--- src/rtl/fetch_stage.sv ---
// fetch_stage: instruction fetch stage feeding decode.
// Owns the PC, issues one 32-bit read at a time on the instruction bus and
// buffers fetched {pc, inst} pairs in a small in-order queue drained by
// decode over valid/ready. A redirect flushes the queue and retargets the PC;
// a read still in flight at that point completes on the bus and its data is
// discarded.
//
// Handshake semantics: the decode side transfers the queue head on any cycle
// where out_valid && out_ready. out_valid depends only on the queue count, so
// it never depends combinationally on out_ready. On the bus side ireq_valid and
// ireq_addr are held stable from request until iresp_addr_ok.
//
// Optional build macro FETCH_PERF_EN adds the stall_cnt output, a saturating
// count of cycles in which nothing is offered to decode.
//
// dbg_state exposes the fetch FSM state (0 idle, 1 address, 2 data).

module fetch_stage #(
  parameter logic [63:0] RESET_PC = 64'h0000_0000_8000_0000,
  parameter int          QDEPTH   = 2
) (
  input  logic        clk,
  input  logic        reset,
  output logic        ireq_valid,
  output logic [63:0] ireq_addr,
  input  logic        iresp_addr_ok,
  input  logic        iresp_data_ok,
  input  logic [31:0] iresp_data,
  input  logic        redirect_valid,
  input  logic [63:0] redirect_pc,
  output logic        out_valid,
  input  logic        out_ready,
  output logic [31:0] out_inst,
  output logic [63:0] out_pc,
`ifdef FETCH_PERF_EN
  output logic [31:0] stall_cnt,
`endif
  output logic [1:0]  dbg_state
);

  localparam int PW = (QDEPTH > 1) ? $clog2(QDEPTH) : 1;
  localparam int CW = PW + 1;

  typedef enum logic [1:0] {
    S_IDLE = 2'd0,
    S_ADDR = 2'd1,
    S_DATA = 2'd2
  } state_t;

  state_t          state;
  state_t          state_nxt;
  logic [63:0]     pc_q;
  logic [63:0]     req_addr;
  logic            discard;
  logic [CW-1:0]   count;
  logic [PW-1:0]   head;
  logic [PW-1:0]   tail;
  logic [31:0]     inst_mem [QDEPTH];
  logic [63:0]     pc_mem   [QDEPTH];

  logic            data_fire;
  logic            issue;
  logic            push;
  logic            pop;

  // Redirect targets are word aligned; the low bits carry no information.
  logic [1:0]      redirect_lsb_unused;
  assign redirect_lsb_unused = redirect_pc[1:0];

  // Bus events and queue strobes; a redirect overrides push, pop and issue.
  always_comb begin
    data_fire = ((state == S_ADDR) && iresp_addr_ok && iresp_data_ok) ||
                ((state == S_DATA) && iresp_data_ok);
    issue     = (state == S_IDLE) && !redirect_valid && (count < CW'(QDEPTH));
    push      = data_fire && !discard && !redirect_valid;
    pop       = out_valid && out_ready && !redirect_valid;
  end

  // FSM state register.
  always_ff @(posedge clk or negedge reset) begin
    if (!reset) state <= S_IDLE;
    else        state <= state_nxt;
  end

  // FSM next state: at most one request outstanding on the bus.
  always_comb begin
    state_nxt = state;
    case (state)
      S_IDLE: if (issue) state_nxt = S_ADDR;
      S_ADDR: if (iresp_addr_ok) state_nxt = iresp_data_ok ? S_IDLE : S_DATA;
      S_DATA: if (iresp_data_ok) state_nxt = S_IDLE;
      default: state_nxt = S_IDLE;
    endcase
  end

  // FSM and queue outputs; empty queue presents zeros toward decode.
  always_comb begin
    ireq_valid = (state == S_ADDR);
    ireq_addr  = ireq_valid ? req_addr : 64'd0;
    out_valid  = (count != '0);
    out_inst   = out_valid ? inst_mem[head] : 32'd0;
    out_pc     = out_valid ? pc_mem[head]   : 64'd0;
    dbg_state  = state;
  end

  // PC, request address and discard tracking for in-flight reads.
  always_ff @(posedge clk or negedge reset) begin
    if (!reset) begin
      pc_q     <= RESET_PC;
      req_addr <= 64'd0;
      discard  <= 1'b0;
    end else if (redirect_valid) begin
      pc_q <= {redirect_pc[63:2], 2'b00};
      if (data_fire)             discard <= 1'b0;
      else if (state != S_IDLE)  discard <= 1'b1;
    end else begin
      if (issue) req_addr <= pc_q;
      if (data_fire) begin
        if (discard) discard <= 1'b0;
        else         pc_q    <= pc_q + 64'd4;
      end
    end
  end

  // Queue pointers and occupancy; a redirect empties the queue.
  always_ff @(posedge clk or negedge reset) begin
    if (!reset) begin
      count <= '0;
      head  <= '0;
      tail  <= '0;
    end else if (redirect_valid) begin
      count <= '0;
      head  <= '0;
      tail  <= '0;
    end else begin
      if (push) tail <= tail + PW'(1);
      if (pop)  head <= head + PW'(1);
      case ({push, pop})
        2'b10:   count <= count + CW'(1);
        2'b01:   count <= count - CW'(1);
        default: count <= count;
      endcase
    end
  end

  // Queue storage; entries are only read while counted as valid.
  always_ff @(posedge clk) begin
    if (push) begin
      inst_mem[tail] <= iresp_data;
      pc_mem[tail]   <= req_addr;
    end
  end

`ifdef FETCH_PERF_EN
  // Saturating count of cycles with nothing offered to decode.
  always_ff @(posedge clk or negedge reset) begin
    if (!reset)                               stall_cnt <= 32'd0;
    else if (!out_valid && (stall_cnt != '1)) stall_cnt <= stall_cnt + 32'd1;
  end
`endif

endmodule

--- config.mk ---
export PLATFORM = sky130hd
export DESIGN_NAME = fetch_stage
export DESIGN_NICKNAME = d
export VERILOG_FILES = /design/src/rtl/fetch_stage.sv
export SDC_FILE = /design/constraint.sdc
export NUM_CORES = 1
export LEC_CHECK = 0
export ABC_AREA = 1
export CAP_MARGIN = 10
export CORE_AREA = 2 2 196 198
export CTS_BUF_LIST = sky130_fd_sc_hd__clkbuf_8
export DETAILED_ROUTE_END_ITERATION = 10
export DIE_AREA = 0 0 198 200
export PLACE_DENSITY = 0.66
export REMOVE_ABC_BUFFERS = 1
export SYNTH_ARGS = -nofsm -noshare
export SYNTH_HDL_FRONTEND = slang
export SYNTH_SLANG_ARGS = --single-unit
--- constraint.sdc ---
create_clock -name clk -period 5.8 [get_ports clk]
set_input_delay 1.45 -clock clk [delete_from_list [all_inputs] [get_ports clk]]
set_output_delay 1.45 -clock clk [all_outputs]
set_load 0.01 [all_outputs]
==> metrics.md, run 1 <==
| Metric | Value |
|---|---|
| Outcome | complete, no violations |
| CP Max Fanout | 55 |
| Post-synth EDFFs | 188 |
| H-Tree Depth | 2 |
| CP Data Required Time | 4350 ps |
| Post-CTS Hold Buffers | 0 |
| Main area contributors after synthesis | edfxtp_1 38%, dfrtp_1 22%, nand2_1 13% |
| Core Region | 0.03740 mm^2 |
| Max-Cap Viols | 0 |
| Width of the die | 198 um |
| Post-synthesis area per instance | 8.904 um^2 |
| Final period util | 79.28% |
| Unrepaired setup endpoints after global routing | false |
| Slowest CP cell | buf_4 |
| Die area | 0.03960 mm^2 |
| Antenna Cells | 0 |
| Clk sinks | 319 |
| Detail Route Antenna Nets | 0 |
| Clk pin slew, worst setup/hold paths | 70 ps |
| Final Skew | 28.57 ps |
| Initial core utilization | 39.81% |
| Cell Chain, Critical Path | clkinv_2, buf_4, nand2_1, a21oi_1, clkdlybuf4s50_1 |
| Tmin final | 4598 ps |
| Startpoint Class | flip-flop |
| Async SR Flop Fraction | 41.07% |
| Area grow syn2layout | 27.43% |
| Critical Path Sink Type | primary output |
| Leakage | 7.671 nW |
| Worst Path Buf+Inv | 3 |
| Setup TNS | 0 ps |
| CP delay by family, top | buffers and inverters |
| IO Count | 266 |
| Post-CTS Resized | 0 |
| HPWL after DPL | 30280 um |
| Row count | 71 |
| Mapped Area | 0.01489 mm^2 |
| Vias/cell | 4.872 |
| Post-synthesis cell count | 1672 |
| Remaining DRCs | 0 |
| Aggregate global routing overflow | 0 |
| Fin. Hold Viols | 0 |
| Max-slew violation count | 0 |
| Port bufs | 259 |
| Critical path's largest stage delay | 610 ps |
| Yosys warns | 0 |
| Worst-Margin Slew | 1131 ps |
| Initial antenna violation count | 0 |
| Setup-failing EPs final | 0 |
| CTS root buf | clkbuf_8 |
| Drt wl/cell | 17.70 um |
| F_max | 217.5 MHz |
| Distinct cells, synth | 40 |
| Worst skew pair latency | 630 ps |
| Drt total wl | 43960 um |
| Die Y | 200 um |
| Initial drt markers | 614 |
| Max IR drop VDD | 318.8 uV |
| Worst slew margin | 24.60% |
| Postcts setup bufs | 0 |
| Area share of the largest cell type after synthesis | 37.92% |
| First-pass GRT wire length | 67170 um |
| Num CTS Buffers | 53 |
| Class of the worst hold path | reg -> reg |
| Largest area contributor in the netlist | edfxtp_1 |
| CP Class | reg -> out |
| Flops & latches, synth | 319 |
| Pwr dens | 385.3 mW/mm^2 |
| Vias in the first global route | 11.94k |
| Initial DRT Pass Iterations | 5 |
| PnR Total Power | 7.310 mW |
| Hold WS | 461.6 ps |
| Share of layout cells above drive strength 1 | 6.339% |
| Post-synthesis sequential area ratio | 59.95% |
| # fillers | 3542 |
| Global Route Usage Sum | 22.30% |
| Final nets | 2032 |
| Placer Congestion | 0.8971 |
| Main synth FF type | edfxtp_1 |
| Via count | 12.10k |
| Arrival @ worst endpoint | 3150 ps |
| Layout Utilization | 50.73% |
| CTS tree | done |
| Largest net degree at the start of global routing | 105 |
| Worst-case clock buffer depth | 3 |
==> path summary, 6_finish.rpt <==
check	cells after the start	endpoint	slack (ps)	start
max in group asynchronous	2	pc_q[31]$_DFFE_PN1P_	3750	reset
min in group asynchronous	1	pc_q[51]$_DFFE_PN0P_	950	reset
hold / removal	0	pc_mem[0][35]$_DFFE_PP_	460	req_addr[35]$_DFFE_PN0P_
hold reg to reg	0	pc_mem[0][35]$_DFFE_PP_	460	req_addr[35]$_DFFE_PN0P_
setup / recovery	5	out_pc[23]	1200	head$_DFFE_PN0P_
setup reg to reg	8	pc_mem[0][42]$_DFFE_PP_	3040	dbg_state[1]$_DFFE_PN0P_
==> area by class of cell <==
class                      count  area, um^2  area share (%)
sequential                   319        8929           47.06
inverter                     161       606.8           3.199
multi-input combinational   1121        5064           26.69
tap                          511       639.4           3.370
clock inverter                38       163.9          0.8639
clock buffer                  60       825.8           4.353
timing repair buffer         273        2744           14.46
==> per-stage QoR <==
step	setup slack, ps	std cells	area, um^2
after detailed placement	1677	2385	17980
after floorplan	-706.1	1601	14560
after CTS	1068	2483	18970
after global placement	1729	2385	17980
final	1202	2483	18970
after global routing	975.2	2483	18970
==> power breakdown <==
group	internal, mW	switching, mW
combinational	0.983	1.26
clock	0.945	0.903
sequential	2.87	0.347
==> state kept, by name (all words and copies together) (netlist names) <==
signal	count
tail	1
head	1
pc_mem	124
dbg_state	2
discard	1
count	2
inst_mem	64
pc_q	62
req_addr	62
==> routing by layer <==
metal  global-route usage, %  share of wire, %
met5                       0                 0
met4                   6.600               2.3
met3                   4.654               6.0
met2                   36.22                46
met1                   30.31                46
==> worst reg2reg max path: stages, from the launching register on <==
cell and delay, ps:
dfrtp_1 450, nor2_4 170, nand2_2 70, nand2_1 80
nand2_2 90, nor2_8 230, nand2_4 210, nor2_4 790
buf_12 300
==> cells in the mapped netlist (3+ instances only) <==
master    number
o21ai_0       67
inv_2          5
o21ai_1       20
nand3_1       54
clkbuf_1      48
inv_1        153
nand4_1        9
nor2_1       225
a21oi_1      115
nand3b_1       5
a22oi_1       34
o22ai_1        3
buf_1          4
nor2_2         9
nand2_1      515
nand2_2        6
nor3_1         3
buf_4          7
o211ai_1       4
edfxtp_1     188
nor2_4         6
buf_2         13
xor2_1        23
dfrtp_1      130
a31oi_1        4
==> cell usage in the layout (no fill, tap or decap), drive strengths merged <==
cell type,n
a211oi,2
o21ai,87
nand4,9
xor2,23
inv,181
nor3,4
o21bai,1
nand3,56
conb,4
xnor2,1
clkdlybuf4s50,257
nand2,523
o211ai,4
clkinv,16
buf,16
a21boi,2
dfrtp,130
clkinvlp,2
nand3b,5
a21oi,115
a31oi,4
dfstp,1
o22ai,3
a22oi,34
ha,1
clkbuf,60
edfxtp,188
o31ai,1
nor2,242
==> kinds of logic after synthesis <==
logic type	Yosys count	synth area share (%)
other cells	1	0.02519
simple gates	839	22.91
buf+inv	235	6.320
xor+xnor	24	1.412
flops	319	59.95
fa+ha+maj	1	0.08403
compound gates	253	9.303
Power figures use the tool's default switching activity.
==> run 2: changes to the inputs <==
==> constraint.sdc (replaced) <==
create_clock -name clk -period 4.15 [get_ports clk]
set_input_delay 1.0375 -clock clk [delete_from_list [all_inputs] [get_ports clk]]
set_output_delay 1.0375 -clock clk [all_outputs]
set_load 0.01 [all_outputs]
==> metrics.md, run 2 (synthesized netlist as in run 1, its figures left out) <==
| Metric | Value |
|---|---|
| Outcome | complete, no violations |
| Most frequent cells in the layout | 514 x nand2_1, 257 x clkdlybuf4s50_1, 222 x nor2_1 |
| Area grow syn2layout | 28.41% |
| CP Data Required Time | 3110 ps |
| Setup TNS | 0 ps |
| Final Skew | 17.90 ps |
| Clk sinks | 319 |
| IO Count | 266 |
| Detail Route Antenna Nets | 0 |
| CP Max Fanout | 32 |
| Gate power share | 30.7% |
| Tmin final | 3634 ps |
| Top reg by flops | pc_mem |
| Switch Pwr | 3.519 mW |
| Antenna Cells | 0 |
| Met1 Usage GRT | 30.39% |
| Max-slew violation count | 0 |
| Initial DRT Pass Iterations | 5 |
| Critical Path Sink Type | primary output |
| Share of layout cells above drive strength 1 | 6.532% |
| H-Tree Depth | 2 |
| Postcts setup bufs | 0 |
| Pwr dens | 543.7 mW/mm^2 |
| Startpoint Class | flip-flop |
| Largest register FFs | 124 |
| First-pass GRT wire length | 67850 um |
| Max IR drop VDD | 350.3 uV |
| Most common cell after layout, fill and taps aside | nand2_1 |
| Setup-failing EPs final | 0 |
| Post-CTS Resized | 0 |
| # fillers | 3531 |
| Most Crowded Layer GR | met2 |
| Worst slack, placed | 852.4 ps |
| Final Cell Area | 0.01912 mm^2 |
| Worst skew pair latency | 620 ps |
| Post-CTS Hold Buffers | 0 |
| Met2 global-route usage | 36.33% |
| Largest net degree at the start of global routing | 97 |
| Placed cell area | 0.01807 mm^2 |
| Row count | 71 |
| Initial core utilization | 39.81% |
| Cell Int Power | 6.876 mW |
| Clock power share | 26.1% |
| F_max | 275.2 MHz |
| Port bufs | 259 |
| Worst-Margin Slew | 773.0 ps |
| Global Route Usage Sum | 22.54% |
| Via count | 12.12k |
| Placer Congestion | 0.9029 |
| Initial drt markers | 713 |
| Worst slew margin | 48.47% |
| Fin. Hold Viols | 0 |
| Vias in the first global route | 12.05k |
| Arrival @ worst endpoint | 2600 ps |
| Class of the worst hold path | in -> async |
| Met3 Use GR | 4.889% |
| Inst Count DP | 2387 |
| Clk pin slew, worst setup/hold paths | 60 ps |
| Remaining DRCs | 0 |
| Initial antenna violation count | 0 |
| Sequential share of power | 43.2% |
| CTS root buf | clkbuf_8 |
| Hold WS | 457.4 ps |
| Num CTS Buffers | 54 |
| Aggregate global routing overflow | 0 |
| Sw Share | 33.85% |
| Min setup slack post-route | 516.3 ps |
| Vias/cell | 4.875 |
| Width of the die | 198 um |
| Leakage | 7.754 nW |
| Worst Reg-to-Reg Cells | 8 |
| CTS tree | done |
| HPWL after DPL | 30770 um |
| Drt total wl | 44350 um |
| Unrepaired setup endpoints after global routing | false |
| Drt wl/cell | 17.84 um |
| Final period util | 87.56% |
| CP Class | reg -> out |
| Die area | 0.03960 mm^2 |
| Finished Layout Cells | 2486 |
| Max-Cap Viols | 0 |
| Final nets | 2035 |
| Worst-case clock buffer depth | 3 |
| Largest regs | pc_mem: 124 flops, inst_mem: 64 flops |
| Core Region | 0.03740 mm^2 |
| Die Y | 200 um |
==> run 2: changes by cell type in the layout (fill, tap and decap cells not counted), sizes merged <==
| cell | delta |
|---|---|
| clkbuf | +4 |
| bufinv | +1 |
| buf | +2 |
| clkinv | -2 |
| clkinvlp | -2 |
==> run 2: through the flow <==
step,total power [mW],util [%]
after floorplan,5.992,-
after CTS,10.53,51.12
final,10.39,51.12
after global placement,7.703,48.32
after detailed placement,7.772,48.32
after global routing,11.04,51.12
==> run 2: cell type report <==
type	count	area [um^2]	share of cell area, %
clock buffer	64	880.8	4.608
clock inverter	35	163.9	0.8574
inverter	161	606.8	3.174
multi-input combinational	1121	5064	26.49
sequential	319	8929	46.70
tap	511	639.4	3.344
timing repair buffer	275	2834	14.82
==> run 2: final timing paths <==
check,slack (ps),end,start
max,520,ireq_addr[24],dbg_state[0]$_DFFE_PN0P_
min,460,req_addr[47]$_DFFE_PN0P_,reset
max reg2reg,1800,pc_mem[0][8]$_DFFE_PP_,dbg_state[1]$_DFFE_PN0P_
min reg2reg,470,pc_mem[0][35]$_DFFE_PP_,req_addr[35]$_DFFE_PN0P_
max in group asynchronous,2920,pc_q[22]$_DFFE_PN0P_,reset
min in group clk,470,pc_mem[0][35]$_DFFE_PP_,req_addr[35]$_DFFE_PN0P_
==> run 2: metal layers <==
layer / up-vias / share of wire, %
li1: 5960 / -
met1: 5724 / 45
met2: 366 / 46
met3: 69 / 5.7
met4: 0 / 2.6
met5: - / 0
==> run 2: worst max-delay path, cell delays in order, from the launching register on <==
cell	delay [ps]
dfrtp_1	420
inv_2	90
nor2_4	40
inv_2	510
buf_12	290
nor2_1	80
clkdlybuf4s50_1	510
==> run 2: power by group through the flow <==
stage | registers (mW) | logic (mW) | clock network (mW)
after floorplan | 4.42 | 1.57 | 0
after global placement | 4.52 | 3.19 | 0
after detailed placement | 4.55 | 3.22 | 0
after CTS | 4.49 | 3.24 | 2.80
after global routing | 4.57 | 3.54 | 2.94
final | 4.50 | 3.19 | 2.71
